--- config.mk ---
export PLATFORM = sky130hd
export DESIGN_NAME = muldiv_issue_ctrl
export DESIGN_NICKNAME = d
export VERILOG_FILES = /design/src/rtl/muldiv_issue_ctrl.sv
export SDC_FILE = /design/constraint.sdc
export NUM_CORES = 1
export LEC_CHECK = 0
export CORE_UTILIZATION = 38
export DETAILED_ROUTE_END_ITERATION = 6
export GPL_ROUTABILITY_DRIVEN = 0
export GPL_TIMING_DRIVEN = 0
export PLACE_DENSITY = 0.77
export SYNTH_ARGS = -nofsm -noshare
export SYNTH_HDL_FRONTEND = slang
export SYNTH_SLANG_ARGS = --single-unit
--- constraint.sdc ---
create_clock -name clk -period 1.63 [get_ports clk]
set_clock_uncertainty 0.2 [all_clocks]
set_input_delay 0.326 -clock clk [delete_from_list [all_inputs] [get_ports clk]]
set_output_delay 0.326 -clock clk [all_outputs]
set_load 0.01 [all_outputs]
--- src/rtl/muldiv_issue_ctrl.sv ---
// muldiv_issue_ctrl: EX-stage issue, stall and writeback controller for the RV32M mul_div unit
module muldiv_issue_ctrl #(
    parameter int XLEN    = 32,
    parameter int TIMEOUT = 64
) (
    input  logic            clk,
    input  logic            rst,
    input  logic            id_valid_i,
    input  logic [31:0]     id_instr_i,
    input  logic [XLEN-1:0] id_rs1_val_i,
    input  logic [XLEN-1:0] id_rs2_val_i,
    input  logic            flush_i,
    output logic            ex_stall_o,
    output logic            md_start_o,
    output logic [2:0]      md_opcode_o,
    output logic [XLEN-1:0] md_rs1_o,
    output logic [XLEN-1:0] md_rs2_o,
    input  logic            md_busy_i,
    input  logic            md_ready_i,
    input  logic [XLEN-1:0] md_result_i,
    output logic            wb_valid_o,
    output logic [4:0]      wb_rd_o,
    output logic [XLEN-1:0] wb_data_o,
    output logic            md_timeout_o
);
    localparam int CW = $clog2(TIMEOUT + 1);

    typedef enum logic [2:0] {IDLE, ISSUE, WAIT, WB, DRAIN} state_t;

    state_t          state_q;
    logic [CW-1:0]   wdog_q;
    logic            start_q;
    logic            wb_q;
    logic            timeout_q;
    logic [2:0]      op_q;
    logic [4:0]      rd_q;
    logic [4:0]      wb_rd_q;
    logic [XLEN-1:0] rs1_q;
    logic [XLEN-1:0] rs2_q;
    logic [XLEN-1:0] wb_data_q;
    logic            is_m;
    logic            m_op;
    logic            cand;
    logic            wdog_hit;
    logic            unused_ok;

    // Operand register fields are not needed here and the unit's busy flag is only
    // observed externally; the controller tracks occupancy through its own state.
    assign unused_ok = ^{id_instr_i[24:15], md_busy_i};

    assign is_m     = (id_instr_i[6:0] == 7'b0110011) && (id_instr_i[31:25] == 7'b0000001);
    assign m_op     = id_valid_i && is_m && (id_instr_i[11:7] != 5'd0);
    assign cand     = m_op && !flush_i;
    assign wdog_hit = (wdog_q == CW'(TIMEOUT - 1)) && !md_ready_i;

    // Issue FSM: launch, wait for the result, write back, or drain a killed op.
    always_ff @(posedge clk) begin
        if (rst) begin
            state_q   <= IDLE;
            wdog_q    <= '0;
            start_q   <= 1'b0;
            wb_q      <= 1'b0;
            timeout_q <= 1'b0;
            op_q      <= '0;
            rd_q      <= '0;
            wb_rd_q   <= '0;
            rs1_q     <= '0;
            rs2_q     <= '0;
            wb_data_q <= '0;
        end else begin
            start_q <= 1'b0;
            wb_q    <= 1'b0;
            case (state_q)
                IDLE: begin
                    if (cand) begin
                        op_q    <= id_instr_i[14:12];
                        rd_q    <= id_instr_i[11:7];
                        rs1_q   <= id_rs1_val_i;
                        rs2_q   <= id_rs2_val_i;
                        start_q <= 1'b1;
                        state_q <= ISSUE;
                    end
                end
                ISSUE: begin
                    wdog_q  <= '0;
                    state_q <= flush_i ? DRAIN : WAIT;
                end
                WAIT: begin
                    if (md_ready_i && !flush_i) begin
                        wb_data_q <= md_result_i;
                        wb_rd_q   <= rd_q;
                        wb_q      <= 1'b1;
                        state_q   <= WB;
                    end else if (md_ready_i) begin
                        state_q <= IDLE;
                    end else if (flush_i) begin
                        wdog_q  <= '0;
                        state_q <= DRAIN;
                    end else if (wdog_hit) begin
                        timeout_q <= 1'b1;
                        state_q   <= IDLE;
                    end else begin
                        wdog_q <= wdog_q + 1'b1;
                    end
                end
                WB: begin
                    state_q <= IDLE;
                end
                DRAIN: begin
                    if (md_ready_i) begin
                        state_q <= IDLE;
                    end else if (wdog_hit) begin
                        timeout_q <= 1'b1;
                        state_q   <= IDLE;
                    end else begin
                        wdog_q <= wdog_q + 1'b1;
                    end
                end
                default: begin
                    state_q <= IDLE;
                end
            endcase
        end
    end

    // Stall: hold upstream while an op occupies the unit; release in WB so the
    // completing instruction retires on the same edge.
    always_comb begin
        ex_stall_o = (state_q == IDLE)  ? cand :
                     (state_q == ISSUE) ? 1'b1 :
                     (state_q == WAIT)  ? 1'b1 :
                     (state_q == DRAIN) ? m_op : 1'b0;
    end

    assign md_start_o   = start_q;
    assign md_opcode_o  = op_q;
    assign md_rs1_o     = rs1_q;
    assign md_rs2_o     = rs2_q;
    assign wb_valid_o   = wb_q && !flush_i;
    assign wb_rd_o      = wb_rd_q;
    assign wb_data_o    = wb_data_q;
    assign md_timeout_o = timeout_q;
endmodule

==> metrics.md <==
| Metric | Value |
|---|---|
| Pre-CTS setup slack | -1.45 ns |
| Wire per inst | approximately 17 um |
| Starting Density | between 30 and 40% |
| Syn_area_per_cell | 8.76 um2 |
| CORE AREA | 13500 um2 |
| Distinct cells, synth | 49 |
| Crit-path cells | clkdlybuf4s15_2 > nor3b_4 > and4_4 > buf_8 > a31oi_4 > o32ai_4 > buf_2 |
| Synth Cell Area | 5310 um2 |
| Post-synthesis cell count | 606 |
| First-pass GRT wire length | between 20000 and 30000 um |
| Layout cells sized above 1 | 17.7% |
| Hpwl dp | 12200 um |
| Worst Tran Pin Value | 0.489 ns |
| Worst setup slack after layout | -0.534 ns |
| P_leak | 3.50 nW |
| Met1 Routed Length | 7660 um |
| Final Power | 0.00684 W |
| Total Routing Usage GR | 24.9% |
| Slowest-stage cell, CP | and4_4 |
| Final instance area | ~8600 um2 |
| Total Wirelength | around 18000 um |
| Nets | 1010 |
| Htree depth | 4 |
| Sink Count | 122 |
| Critical Path AT | 1.64 ns |
| Failing checks | setup timing |
| Max VDD drop | 0.698 mV |
| Final ANT Viol Nets | 0 |
| Largest net degree at the start of global routing | 17 |
| Die width | 120 um |
| Clock root cell | clkbuf_16 |
| Routed wl met2 | 8360 um |
| Sequential area share after synthesis | 46.0% |
| Vias per cell | 5.44 |
| Setup Crit Path Kind | in -> out |
| CP required | around 1.1 ns |
| CP Max Fanout | 4 |
| Initial DRC count | between 300 and 400 |
| Pre-antenna DRT Iters | 5 |
| Minimum clock period | between 2 and 2.5 ns |
| Chip Height | 120 um |
| Seq cells post-synth | roughly 120 |
| Fin util | 64.3% |
| Top_reg_cell synth | dfxtp_1 |
| Fillcell total | 1164 |
| Clk slew on worst S/H paths | roughly 0.050 ns |
| CP Launch Type | primary input |
| DRC viols | 0 |
| Register Area | roughly 2500 um2 |
| Synth Net Count | 741 |
| Ports | 242 |
| Slew headroom | 67.4% |
| Critical path capture point type | primary output |
| Status | finished, violations left |
| Number of enable flip-flop cells after synthesis | 0 |
| Skew-Pair Late Insertion Delay | 0.42 ns |
| Max clock buf depth | 2 |
| Max Cap Viol | 0 |
| Final Cycle Share | 133% |
| Clock tree from TritonCTS | built |
| Hold Fails Final Rpt | 0 |
| CP peak stage delay | 0.26 ns |
| Final setup violation count | roughly 110 |
| Max Used Layer | met4 |
| Metal3 WL | 1290 um |
| Num rows | 42 |
| Cts bufs inserted | 17 |
| Grt ovf | 0 |
| RSZ-0062 raised after global routing | true |
| Highest clock rate | 0.462 GHz |
| Placed cell area | 7940 um2 |
| Port Buffers | between 200 and 250 |
| Hold crit path type | in -> reg |
| Initial antenna violation count | 0 |
| Antenna diodes | 0 |
| Area grow syn2layout | 62.8% |
| Die ar. | 14400 um2 |
| Vias | 5784 |
| Synth warn | 0 |
| Vias in the first global route | 5422 |
| Post-synth ARST share | 0% |
| Slew Limit Fails | 0 |
| P per Cell Area | 792 nW/um2 |
| Cts hold-fix bufs | 0 |
| Multi-input logic area | 2640 um2 |
cell type report:
type | count | area share (%)
multi-input cells | 411 | 30.6
flip-flops and latches | 122 | 28.4
repair buffers | 250 | 26.6
plain buffers | 70 | 5.62
clock buffers | 24 | 5.57
well taps | 176 | 2.55
clock inverters | 8 | 0.521
inverters | 3 | 0.130
synth_stat cells (all sizes together) (2+ instances only):
cell type | n | area, um2
nor4b | 4 | 77.6
inv | 3 | 11.3
nor3b | 2 | 15.0
a31oi | 2 | 12.5
o21ai | 2 | 10.0
nand4 | 73 | 463
dfxtp | 122 | 2440
or3b | 5 | 43.8
mux2i | 4 | 40.0
clkbuf | 34 | 136
buf | 36 | 253
nand3b | 6 | 45.0
nor2 | 6 | 22.5
nand2 | 78 | 293
a211oi | 2 | 20.0
nand2b | 2 | 12.5
a21oi | 116 | 581
and3 | 3 | 18.8
nand3 | 6 | 30.0
nor3 | 4 | 20.0
nor2b | 4 | 25.0
o31ai | 72 | 541
or3 | 2 | 12.5
layout by cell type (no fill, tap or decap), types with 3 or more instances in the layout:
cell	count
clkbuf_8	6
nand2_1	77
clkinv_2	6
buf_6	15
dfxtp_1	117
clkbuf_2	22
dfxtp_4	4
clkbuf_4	7
buf_4	23
dlygate4sd2_1	112
nand4_1	72
mux2i_1	4
nand3_1	4
and3_1	3
clkbuf_16	17
buf_8	3
clkdlybuf4s50_1	100
nand3b_1	6
a21oi_2	4
clkdlybuf4s15_1	4
inv_1	3
o31ai_1	72
buf_2	19
nor2_1	4
nor2b_1	3
or3b_1	5
nor3_1	3
nor4b_4	4
clkbuf_1	11
a21oi_1	112
worst paths after layout:
kind                               end  depth (start not counted)                    start  slack [ns]
max                         ex_stall_o                          7           id_instr_i[31]       -0.53
min               rd_q[4]$_SDFFE_PP0P_                          3           id_instr_i[11]        0.03
max reg2reg  md_rs1_o[16]$_SDFFE_PP0P_                          6  state_q[1]$_SDFFE_PP0P_       -0.23
min reg2reg    wb_rd_o[0]$_SDFFE_PP0P_                          2  wb_rd_o[0]$_SDFFE_PP0P_        0.25
registers in the layout, indices dropped and copies added (netlist names), 3 cells and up:
signal	cells
wb_data_o	32
md_rs1_o	32
wb_rd_o	5
md_opcode_o	3
rd_q	5
state_q	3
md_rs2_o	32
wdog_q	7
repair_timing:
action,CTS,global route
gates resized for setup,211,20
buffers inserted,17,4
endpoints found under the setup margin,230,126
pin swaps,19,9
endpoints found under the hold margin,0,0
power breakdown:
group          total (W)  internal (W)  switching (W)
Clock            0.00334       0.00204        0.00130
Combinational   0.000523      0.000306       0.000216
Sequential       0.00298       0.00298   0.0000000168
Total            0.00684       0.00532        0.00152
critical path: cells and delay by family:
family                 cells  cell delay (ns)
AND/OR/NAND/NOR            2             0.46
buffers and inverters      3             0.51
AO/OA/AOI/OAI              2             0.34
kinds of logic after synthesis:
| kind of cell | Yosys count | synth area share, % |
|---|---|---|
| AO/OA/AOI/OAI | 203 | 23.5 |
| adder cells (fa/ha/maj) | 2 | 0.424 |
| buffers and inverters | 73 | 7.54 |
| flip-flops | 122 | 46.0 |
| multiplexers | 4 | 0.754 |
| AND/OR/NAND/NOR | 202 | 21.8 |
stage by stage:
step / hold slack (ns) / TNS, ns / instances
2_1_floorplan: 0.232 / -3.13 / 606
4_1_cts: 0.0410 / -16.55 / 1060
3_3_place_gp: 0.233 / -90.47 / 1011
5_1_grt: 0.0439 / -26.68 / 1064
3_5_place_dp: 0.246 / -94.53 / 1011
6_report: 0.0321 / -13.05 / 1064
routing by layer:
layer / vias to the layer above / GRT usage [%]
met5: - / 0
met3: 38 / 6.04
met2: 251 / 39.6
li1: 2813 / -
met4: 0 / 11.1
met1: 2682 / 32.0
(Power assumes the default switching activity.)
